<file path="src/rtl/priority_eval_sequencer.sv">
`default_nettype none
// ============================================================================
//  Module   : priority_eval_sequencer
//  Purpose  : Per-scanline sequencer for the priority evaluator. For each pixel
//             it clears the datapath, runs BG_PASSES compare cycles, does two
//             palette RAM fetches and then hands the pixel downstream.
//             Optional macro PE_BLEND_SKIP_EN skips the second fetch when
//             blend_needed is low.
//  Revision : 1.0 - initial release
// ============================================================================
module priority_eval_sequencer #(
    parameter int LINE_WIDTH = 240,
    parameter int BG_PASSES  = 4
) (
    input  logic       clk,
    input  logic       rst,
    input  logic       line_start,
    input  logic       pram_ack,
    input  logic       blend_needed,
    input  logic       pix_ready,
    output logic [7:0] col,
    output logic       clear,
    output logic       send_address_1,
    output logic       send_address_2,
    output logic       read_data_1,
    output logic       read_data_2,
    output logic       pram_req,
    output logic       pix_valid,
    output logic       busy,
    output logic       line_done,
    output logic       overrun
);

    localparam int CNT_W = (BG_PASSES > 1) ? $clog2(BG_PASSES) : 1;
    localparam logic [CNT_W-1:0] EVAL_LAST = CNT_W'(BG_PASSES - 1);
    localparam logic [7:0]       LAST_COL  = 8'(LINE_WIDTH - 1);

    localparam logic [2:0] S_IDLE  = 3'd0;
    localparam logic [2:0] S_CLEAR = 3'd1;
    localparam logic [2:0] S_EVAL  = 3'd2;
    localparam logic [2:0] S_ADDR1 = 3'd3;
    localparam logic [2:0] S_DATA1 = 3'd4;
    localparam logic [2:0] S_ADDR2 = 3'd5;
    localparam logic [2:0] S_DATA2 = 3'd6;
    localparam logic [2:0] S_EMIT  = 3'd7;

    logic [2:0]       state_q, state_d;
    logic [7:0]       col_q, col_d;
    logic [CNT_W-1:0] cnt_q, cnt_d;
    logic             line_done_q, line_done_d;
    logic             overrun_q, overrun_d;

`ifndef PE_BLEND_SKIP_EN
    logic w_unused_blend;
    assign w_unused_blend = blend_needed;
`endif

    always_comb begin
        state_d     = state_q;
        col_d       = col_q;
        cnt_d       = cnt_q;
        line_done_d = 1'b0;
        // Any request that arrives while a line is in flight is dropped.
        overrun_d   = line_start && (state_q != S_IDLE);

        case (state_q)
            S_IDLE: begin
                if (line_start) begin
                    state_d = S_CLEAR;
                    col_d   = 8'd0;
                end
            end
            S_CLEAR: begin
                cnt_d   = '0;
                state_d = S_EVAL;
            end
            S_EVAL: begin
                if (cnt_q == EVAL_LAST) begin
                    state_d = S_ADDR1;
                end else begin
                    cnt_d = cnt_q + 1'b1;
                end
            end
            S_ADDR1: begin
                if (pram_ack) begin
                    state_d = S_DATA1;
                end
            end
            S_DATA1: begin
`ifdef PE_BLEND_SKIP_EN
                state_d = blend_needed ? S_ADDR2 : S_EMIT;
`else
                state_d = S_ADDR2;
`endif
            end
            S_ADDR2: begin
                if (pram_ack) begin
                    state_d = S_DATA2;
                end
            end
            S_DATA2: begin
                state_d = S_EMIT;
            end
            S_EMIT: begin
                if (pix_ready) begin
                    if (col_q == LAST_COL) begin
                        line_done_d = 1'b1;
                        col_d       = 8'd0;
                        state_d     = S_IDLE;
                    end else begin
                        col_d   = col_q + 8'd1;
                        state_d = S_CLEAR;
                    end
                end
            end
            default: begin
                state_d = S_IDLE;
                col_d   = 8'd0;
            end
        endcase
    end

    always_ff @(posedge clk or posedge rst) begin
        if (rst) begin
            state_q     <= S_IDLE;
            col_q       <= 8'd0;
            cnt_q       <= '0;
            line_done_q <= 1'b0;
            overrun_q   <= 1'b0;
        end else begin
            state_q     <= state_d;
            col_q       <= col_d;
            cnt_q       <= cnt_d;
            line_done_q <= line_done_d;
            overrun_q   <= overrun_d;
        end
    end

    // Strobes decode from state alone, so reset forces them low immediately.
    always_comb begin
        clear          = 1'b0;
        send_address_1 = 1'b0;
        send_address_2 = 1'b0;
        read_data_1    = 1'b0;
        read_data_2    = 1'b0;
        pram_req       = 1'b0;
        pix_valid      = 1'b0;
        case (state_q)
            S_CLEAR: clear = 1'b1;
            S_ADDR1: begin
                send_address_1 = 1'b1;
                pram_req       = 1'b1;
            end
            S_DATA1: read_data_1 = 1'b1;
            S_ADDR2: begin
                send_address_2 = 1'b1;
                pram_req       = 1'b1;
            end
            S_DATA2: read_data_2 = 1'b1;
            S_EMIT:  pix_valid   = 1'b1;
            default: clear       = 1'b0;
        endcase
    end

    assign col       = col_q;
    assign busy      = (state_q != S_IDLE);
    assign line_done = line_done_q;
    assign overrun   = overrun_q;

endmodule
`default_nettype wire

</file>
<file path="config.mk">
export PLATFORM = sky130hd
export DESIGN_NAME = priority_eval_sequencer
export DESIGN_NICKNAME = d
export VERILOG_FILES = /design/src/rtl/priority_eval_sequencer.sv
export SDC_FILE = /design/constraint.sdc
export NUM_CORES = 1
export LEC_CHECK = 0
export CAP_MARGIN = 20
export CORE_MARGIN = 4
export CORE_UTILIZATION = 50
export CTS_CLUSTER_SIZE = 14
export DETAILED_ROUTE_END_ITERATION = 10
export PLACE_DENSITY_LB_ADDON = 0.08
export SETUP_SLACK_MARGIN = 0.2
export SLEW_MARGIN = 15
export SYNTH_ARGS = -nofsm -noshare
export SYNTH_HDL_FRONTEND = slang
export SYNTH_SLANG_ARGS = --single-unit
</file>
<file path="constraint.sdc">
create_clock -name clk -period 3 [get_ports clk]
set_input_delay 0.45 -clock clk [delete_from_list [all_inputs] [get_ports clk]]
set_output_delay 0.45 -clock clk [all_outputs]
set_load 0.03 [all_outputs]
</file>
==> results of run 1 <==
-- flip-flops by register name (all words and copies together), names as in the netlist --
name	count
col	8
state_q	3
overrun	1
line_done	1
cnt_q	2
-- per-layer routing --
metal	GRT usage [%]	wire, µm
met5	0	0
met4	3.69	0
met3	6.51	126
met2	28.0	880
met1	21.4	902
-- stage by stage --
| step | area, µm² | instances | setup slack (ps) | hold WS, ps |
|---|---|---|---|---|
| floorplan | 891 | 101 | 680 | 351 |
| global placement | 1130 | 144 | 827 | 502 |
| detailed placement | 1130 | 144 | 783 | 515 |
| CTS | 1150 | 148 | 452 | 526 |
| global route | 1150 | 148 | 307 | 549 |
| finish | 1150 | 148 | 454 | 510 |
-- cell type report --
class,count,area share (%)
Sequential cell,15,32.6
Clock buffer,4,2.28
Inverter,7,2.28
Timing Repair Buffer,22,19.1
Multi-Input combinational cell,76,41.2
Tap cell,24,2.61
-- cell usage after synthesis (all sizes together) --
| cell | n |
|---|---|
| a21o | 1 |
| a21oi | 5 |
| a22o | 3 |
| a22oi | 1 |
| a31oi | 1 |
| and2 | 1 |
| and3 | 1 |
| and4 | 1 |
| buf | 1 |
| clkbuf | 2 |
| dfrtp | 15 |
| ha | 2 |
| inv | 7 |
| mux2 | 2 |
| mux2i | 1 |
| nand2 | 8 |
| nand2b | 1 |
| nand3 | 5 |
| nand4 | 1 |
| nor2 | 12 |
| nor2b | 2 |
| nor3 | 6 |
| nor4 | 1 |
| o21ai | 12 |
| o221ai | 1 |
| o22ai | 1 |
| o2bb2ai | 1 |
| o31ai | 1 |
| o41ai | 1 |
| or2 | 2 |
| or2b | 1 |
| or4 | 1 |
-- path summary, 6_finish.rpt --
| path | from | to |
|---|---|---|
| worst max-delay path | state_q[0] | pram_req |
| worst min-delay path | rst | col[7] |
| worst max register to register | state_q[0] | col[6] |
| worst min register to register | cnt_q[1] | cnt_q[1] |
| max in group asynchronous | rst | state_q[2] |
| min in group clk | cnt_q[1] | cnt_q[1] |
-- power groups by stage --
stage / Clock [W] / Combinational (W) / Sequential (W)
3_3_place_gp: 0 / 0.000608 / 0.000378
6_report: 0.000114 / 0.000620 / 0.000382
2_1_floorplan: 0 / 0.000420 / 0.000376
4_1_cts: 0.000121 / 0.000625 / 0.000380
5_1_grt: 0.000130 / 0.000679 / 0.000396
3_5_place_dp: 0 / 0.000623 / 0.000384
-- logic make-up (layout without fill, tap and decap cells) --
family,count (synthesis),count (layout),share of synthesized area [%]
flip-flops,15,15,42.1
buffers and inverters,10,33,4.64
multiplexers,3,3,3.65
AO/OA/AOI/OAI,28,28,21.4
AND/OR/NAND/NOR,43,43,25.4
adder cells (fa/ha/maj),2,2,2.81
==> impl_metrics.toml, run 1 <==
[outcome]
status = "finished clean"

[synthesis]
synth_cell_type_count = 35
yosys.area.top_type = "dfrtp_1"
synthesis.nets = 109
synth_area_um2 = 891
yosysWarnings = 0
ys_seq_elements = 15
synth.yosys.seq_area_share_pct = 42.1
ys_top_cells_by_area = "dfrtp_1 42%, o21ai_0 6.2%, nor2_1 5.1%"
synthCells = 101
syn_avg_cell_area_um2 = 8.82
netlist.area_leader.share_pct = 42.1

[pwr]
seqPwrFrac_pct = 34.2
finalPower_w = 0.00112
clock_power_share_pct = 10.2
switching_share_pct = 47.6
combPwrFrac_pct = 55.5
p_switching_w = 0.000531
intPower_w = 0.000585
power_density_nw_per_um2 = 968
p_leak_nw = 0.477
vdd_drop_max_mv = 0.708

[grt]
track_usage_pct = 17.1
grt_pass1_vias = 782
grt_max_degree = 17
grt_overflow = 0
grt_pass1_wl_mm = 3.37
antenna_found_initial = 0

[clock_network]
insertion_delay_ps = 280
cts_buffers = 3
hold_buffers = 0
clockBufferDepth = 2
post-cts-setup-buffers = 0
cts_tree = "done"
htreeDepth = 1
root_buffer = "clkbuf_4"
ctsResizeCount = 0
clock_sinks = 15
clk_pin_slew_ps = 80

[worst_setup_path]
path_cells = "inv_1 > nor3_1 > or2_1 > clkdlybuf4s50_1"
cp_top_family = "buffers and inverters"
cp_num_cells = 4
r2r_setup_slack_ps = 1130
r2r.worst_path.cells = 4
crit_fanout = 16
slowest_delay_ps = 660
critPathKind = "reg2out"
cp-start-kind = "flop"
cp.required_ps = 2550
cp-end-kind = "primary output"
cpMaxStageDelayCell = "clkdlybuf4s50_1"
path_buf_inv = 2
arrival_ps = 2100

[layout]
final_cell_mix = "22 x clkdlybuf4s50_1, 15 x dfrtp_1, 12 x nor2_1"
nets = 133
regArea_um2 = 375
area_delta_synth_final_pct = 29.4
multiInputGateArea_um2 = 474
utilization_pct = 72.3
n_antenna_cell = 0
fill_cells = 135
drive_above_1_share_pct = 7.26
final_common_cell = "clkdlybuf4s50_1"

[route]
wl_per_cell_um = 12.9
dr.first_iter.drc_count = 11
ant_nets = 0
wirelength_mm = 1.91
num_vias = 823
drt_first_pass_iters = 4
drc_errors = 0
vias_per_cell = 5.56

[timing]
finalCritPeriodShare_pct = 84.9
max_slew_margin_pct = 62.6
tns_ps = 0
final.min_clock_period_ps = 2550
skew_ps = 1.32
hold_violations = 0
drv_slew = 0
rsz0062_at_grt = "no"
worstMarginPinSlew_ps = 561
max_freq_mhz = 393
setup_viol = 0

[worst_hold_path]
hold_path.class = "in2async"

[floorplan]
start_util_pct = 55.9
io_pins = 24
coreArea_um2 = 1590
row_count = 14
die_h_um = 50.2
fp.dieW_um = 50.2
die_area_um2 = 2520

[job]
drv_cap = 0

[placement]
io_buffers = 22
place_congestion = 0.802
dp_hpwl_mm = 1.45
Note: power is estimated with default switching activity, not from simulation.
==> inputs of run 2 (changes only) <==
--- a/config.mk
+++ b/config.mk
@@ -7,7 +7,7 @@
 export LEC_CHECK = 0
 export CAP_MARGIN = 20
 export CORE_MARGIN = 4
-export CORE_UTILIZATION = 50
+export CORE_UTILIZATION = 42
 export CTS_CLUSTER_SIZE = 14
 export DETAILED_ROUTE_END_ITERATION = 10
 export PLACE_DENSITY_LB_ADDON = 0.08
==> constraint.sdc (replaced) <==
create_clock -name clk -period 2.15 [get_ports clk]
set_input_delay 0.3225 -clock clk [delete_from_list [all_inputs] [get_ports clk]]
set_output_delay 0.3225 -clock clk [all_outputs]
set_load 0.03 [all_outputs]
==> run 2 against run 1 <==
Register-to-register slack worse by 740 ps. Core utilization is 14 points lower. Die area increased by 16%. Critical endpoint is now busy.
==> impl_metrics.toml, run 2 (synthesized netlist as in run 1, its figures left out) <==
[outcome]
status = "finished clean"

[worst_setup_path]
path_cells = "nor3_4 > inv_1 > dlygate4sd2_1"
cpMaxStageDelayCell = "dfrtp_2"
critPathKind = "reg2out"
arrival_ps = 1530
cp.required_ps = 1830
r2r_setup_slack_ps = 390
slowest_delay_ps = 510
cp-start-kind = "flop"
crit_fanout = 13
cp-end-kind = "primary output"

[pwr]
p_leak_nw = 0.503
intPower_w = 0.000785
combPwrFrac_pct = 55.6
seqPwrFrac_pct = 33.8
power_density_nw_per_um2 = 1320
switching_share_pct = 48.9
vdd_drop_max_mv = 0.610
p_switching_w = 0.000750
clock_power_share_pct = 10.6

[grt]
antenna_found_initial = 0
grt_pass1_wl_mm = 3.63
grt_max_degree = 16
grt_overflow = 0
grt_pass1_vias = 807
track_usage_pct = 17.3

[placement]
dpl_cell_area_um2 = 1150
io_buffers = 22
place_congestion = 0.818
dp_hpwl_mm = 1.46

[clock_network]
root_buffer = "clkbuf_4"
clock_sinks = 15
htreeDepth = 1
cts_tree = "done"
insertion_delay_ps = 280
clk_pin_slew_ps = 90
clockBufferDepth = 2
cts_buffers = 3

[layout]
fin_area_um2 = 1160
area_delta_synth_final_pct = 30.5
nets = 135
n_antenna_cell = 0
largest_register_ffs = 8
final_common_cell = "clkdlybuf4s50_1"
drive_above_1_share_pct = 14.3
final_cell_mix = "14 x clkdlybuf4s50_1, 13 x dfrtp_1, 12 x nor2_1"

[floorplan]
row_count = 16
fp.dieW_um = 54.1
die_h_um = 54.1
start_util_pct = 44.9
io_pins = 24
coreArea_um2 = 1980
die_area_um2 = 2920

[timing]
final.min_clock_period_ps = 1850
drv_slew = 0
rsz0062_at_grt = "no"
tns_ps = 0
hold_violations = 0
skew_ps = 3.69
setup_viol = 0
finalCritPeriodShare_pct = 86.0
max_freq_mhz = 541
worstMarginPinSlew_ps = 602
max_slew_margin_pct = 59.8

[job]
drv_cap = 0

[route]
drc_errors = 0
wirelength_mm = 2.00
vias_per_cell = 5.39
dr.first_iter.drc_count = 6
drt_first_pass_iters = 3
ant_nets = 0
num_vias = 824
wl_per_cell_um = 13.1

[worst_hold_path]
hold_path.class = "in2async"
==> run 2: power by group through the flow <==
stage               Combinational, W  Clock, W  Sequential (W)
floorplan                   0.000594         0        0.000525
global placement            0.000901         0        0.000513
detailed placement          0.000914         0        0.000515
CTS                         0.000867  0.000168        0.000514
global route                0.000946  0.000181        0.000540
finish                      0.000854  0.000163        0.000518
==> run 2: worst paths after layout <==
path                            startpoint  depth (start not counted)         end
worst max register to register  state_q[1]                          4      col[6]
worst max-delay path            state_q[1]                          3        busy
min in group clk                  cnt_q[1]                          2    cnt_q[1]
max in group asynchronous              rst                          2  state_q[2]
worst min-delay path                   rst                          2     overrun
worst min register to register    cnt_q[1]                          2    cnt_q[1]
==> run 2: area by class of cell <==
class	instances	area, µm²
tap	27	33.8
timing repair buffer	24	214
inverter	7	26.3
multi-input combinational	76	484
fill	185	820
clock buffer	4	26.3
sequential	15	378
==> run 2: layer usage <==
metal,vias to the layer above,track usage [%],part of all wire [%]
met3,4,3.60,4.8
met5,-,0,0
met4,0,7.47,1.5
met2,16,26.4,43
met1,387,23.5,50
li1,417,-,-
==> run 2: through the flow <==
stage	instances	hold slack [ps]	setup WS, ps	power [W]	util [%]
after floorplan	101	224	214	0.00112	-
after global placement	149	499	194	0.00141	58.0
after detailed placement	149	513	191	0.00143	58.0
after CTS	153	425	240	0.00155	59.0
after global routing	153	442	204	0.00167	58.6
final	153	405	301	0.00153	58.6
==> run 2: worst max-delay path: cells and delay by family (launching register included) <==
family                 cells  cell delay (ps)
DFF                        1              510
buffers and inverters      2              430
and+or+nand+nor            1              310
==> run 2: what timing repair did <==
action                     4_1_cts  5_1_grt
pin swaps                        0        2
gates resized for setup         10        8
hold endpoints to repair         0        0
setup endpoints to repair        8        8
hold buffers                     0        0
buffers inserted                 0        0
==> inputs of run 3 (changes only) <==
--- a/config.mk
+++ b/config.mk
@@ -7,7 +7,8 @@
 export LEC_CHECK = 0
 export CAP_MARGIN = 20
 export CORE_MARGIN = 4
-export CORE_UTILIZATION = 42
+export CORE_UTILIZATION = 47
+export CTS_BUF_LIST = sky130_fd_sc_hd__clkbuf_16
 export CTS_CLUSTER_SIZE = 14
 export DETAILED_ROUTE_END_ITERATION = 10
 export PLACE_DENSITY_LB_ADDON = 0.08
==> constraint.sdc (replaced) <==
create_clock -name clk -period 2 [get_ports clk]
set_input_delay 0.3 -clock clk [delete_from_list [all_inputs] [get_ports clk]]
set_output_delay 0.3 -clock clk [all_outputs]
set_load 0.03 [all_outputs]
==> run 3 against run 2 <==
Sequential share of layout area fell by 3.1 points. Register-to-register slack got worse by 70 ps. Routed wire length is 5.8% higher. Total power increased by 30%. Clock power up 130%. Via count grew 4.7%. Largest cell class unchanged.
==> impl_metrics.toml, run 3 (synthesized netlist as in run 1, its figures left out) <==
[outcome]
status = "finished clean"

[grt]
grt_pass1_wl_mm = 3.65
grt_overflow = 0
grt_max_degree = 16
antenna_found_initial = 0
track_usage_pct = 18.3
grt_pass1_vias = 826

[worst_setup_path]
path_buf_inv = 1
cp_top_family = "buffers and inverters"
r2r-start = "state_q[2]"
slowest_delay_ps = 720
arrival_ps = 1440
crit_fanout = 7
cpMaxStageDelayCell = "clkdlybuf4s50_1"
cp-start-kind = "flop"
cp.required_ps = 1700
path_cells = "clkdlybuf4s50_1"
critPathKind = "reg2out"
critPathLaunch = "col[4]"
cp-end-kind = "primary output"

[floorplan]
die_h_um = 51.5
coreArea_um2 = 1760
start_util_pct = 50.5
fp.dieW_um = 51.5
die_area_um2 = 2660
io_pins = 24
row_count = 15

[timing]
setup_viol = 0
max_slew_margin_pct = 63.7
rsz0062_at_grt = "no"
finalCritPeriodShare_pct = 87.0
max_freq_mhz = 575
drv_slew = 0
final.min_clock_period_ps = 1740
worstMarginPinSlew_ps = 544
hold_violations = 0
skew_ps = 2.54
tns_ps = 0

[placement]
io_buffers = 22
place_congestion = 0.809
dp_hpwl_mm = 1.58

[route]
top_layer_used = "met4"
ant_nets = 0
wl_met2_um = 958
vias_per_cell = 5.39
wl_per_cell_um = 13.2
wl_met3_um = 114
dr.first_iter.drc_count = 13
num_vias = 863
wl_met1_mm = 1.03
wirelength_mm = 2.12
drc_errors = 0
drt_first_pass_iters = 4

[layout]
n_antenna_cell = 0
drive_above_1_share_pct = 23.7
utilization_pct = 73.3
area_delta_synth_final_pct = 45.2
final_common_cell = "clkdlybuf4s50_1"
nets = 144
final_cell_mix = "14 x clkdlybuf4s50_1, 11 x o21ai_0, 11 x nor2_1, 11 x dfrtp_1, 11 x buf_4"
largest_register_ffs = 8

[clock_network]
htreeDepth = 1
cts_tree = "done"
hold_buffers = 0
clockBufferDepth = 2
cts_buffers = 3
clock_sinks = 15
root_buffer = "clkbuf_16"
clk_pin_slew_ps = 50
insertion_delay_ps = 240

[pwr]
power_density_nw_per_um2 = 1540
finalPower_w = 0.00199
p_leak_nw = 0.573
vdd_drop_max_mv = 1.28

[job]
drv_cap = 0

[worst_hold_path]
hold_path.class = "in2async"
==> run 3: metal layers <==
layer / vias to the layer above / global-route usage, %
met5: - / 0
met4: 0 / 8.30
met3: 2 / 4.87
met2: 20 / 27.8
met1: 407 / 24.3
li1: 434 / -
==> run 3: where the power goes <==
group	internal, W	total (W)	switching, W
Combinational	0.000451	0.00107	0.000620
Sequential	0.000402	0.000540	0.000138
Clock	0.000264	0.000380	0.000116
Total	0.00112	0.00199	0.000873
==> run 3: per-stage QoR <==
stage	setup slack (ps)	instances	hold slack (ps)	cell area, µm²
finish	259	160	414	1290
global route	213	160	475	1290
CTS	185	159	445	1290
detailed placement	95.0	154	507	1210
global placement	119	154	502	1210
floorplan	214	101	201	907
==> run 3: worst paths after layout <==
kind                       slack [ps]  endpoint  cells after the start
hold reg to reg                   510  cnt_q[1]                      2
hold / removal                    410   overrun                      2
setup reg to reg                  320    col[6]                      5
max in group asynchronous        1190    col[1]                      2
min in group clk                  510  cnt_q[1]                      2
setup / recovery                  260    col[4]                      1
==> run 3: what timing repair did <==
item	4_1_cts	5_1_grt
resized for setup	13	8
buffers inserted	1	1
pin swaps	1	2
cloned	0	0
endpoints found under the setup margin	8	6
==> run 3: cell type report <==
| type | count | area (µm²) |
|---|---|---|
| fillers | 150 | 470 |
| well taps | 25 | 31.3 |
| clock buffers | 3 | 75.1 |
| flip-flops and latches | 15 | 380 |
| inverters | 7 | 26.3 |
| repair buffers | 33 | 284 |
| multi-input cells | 76 | 493 |
| clock inverters | 1 | 3.75 |
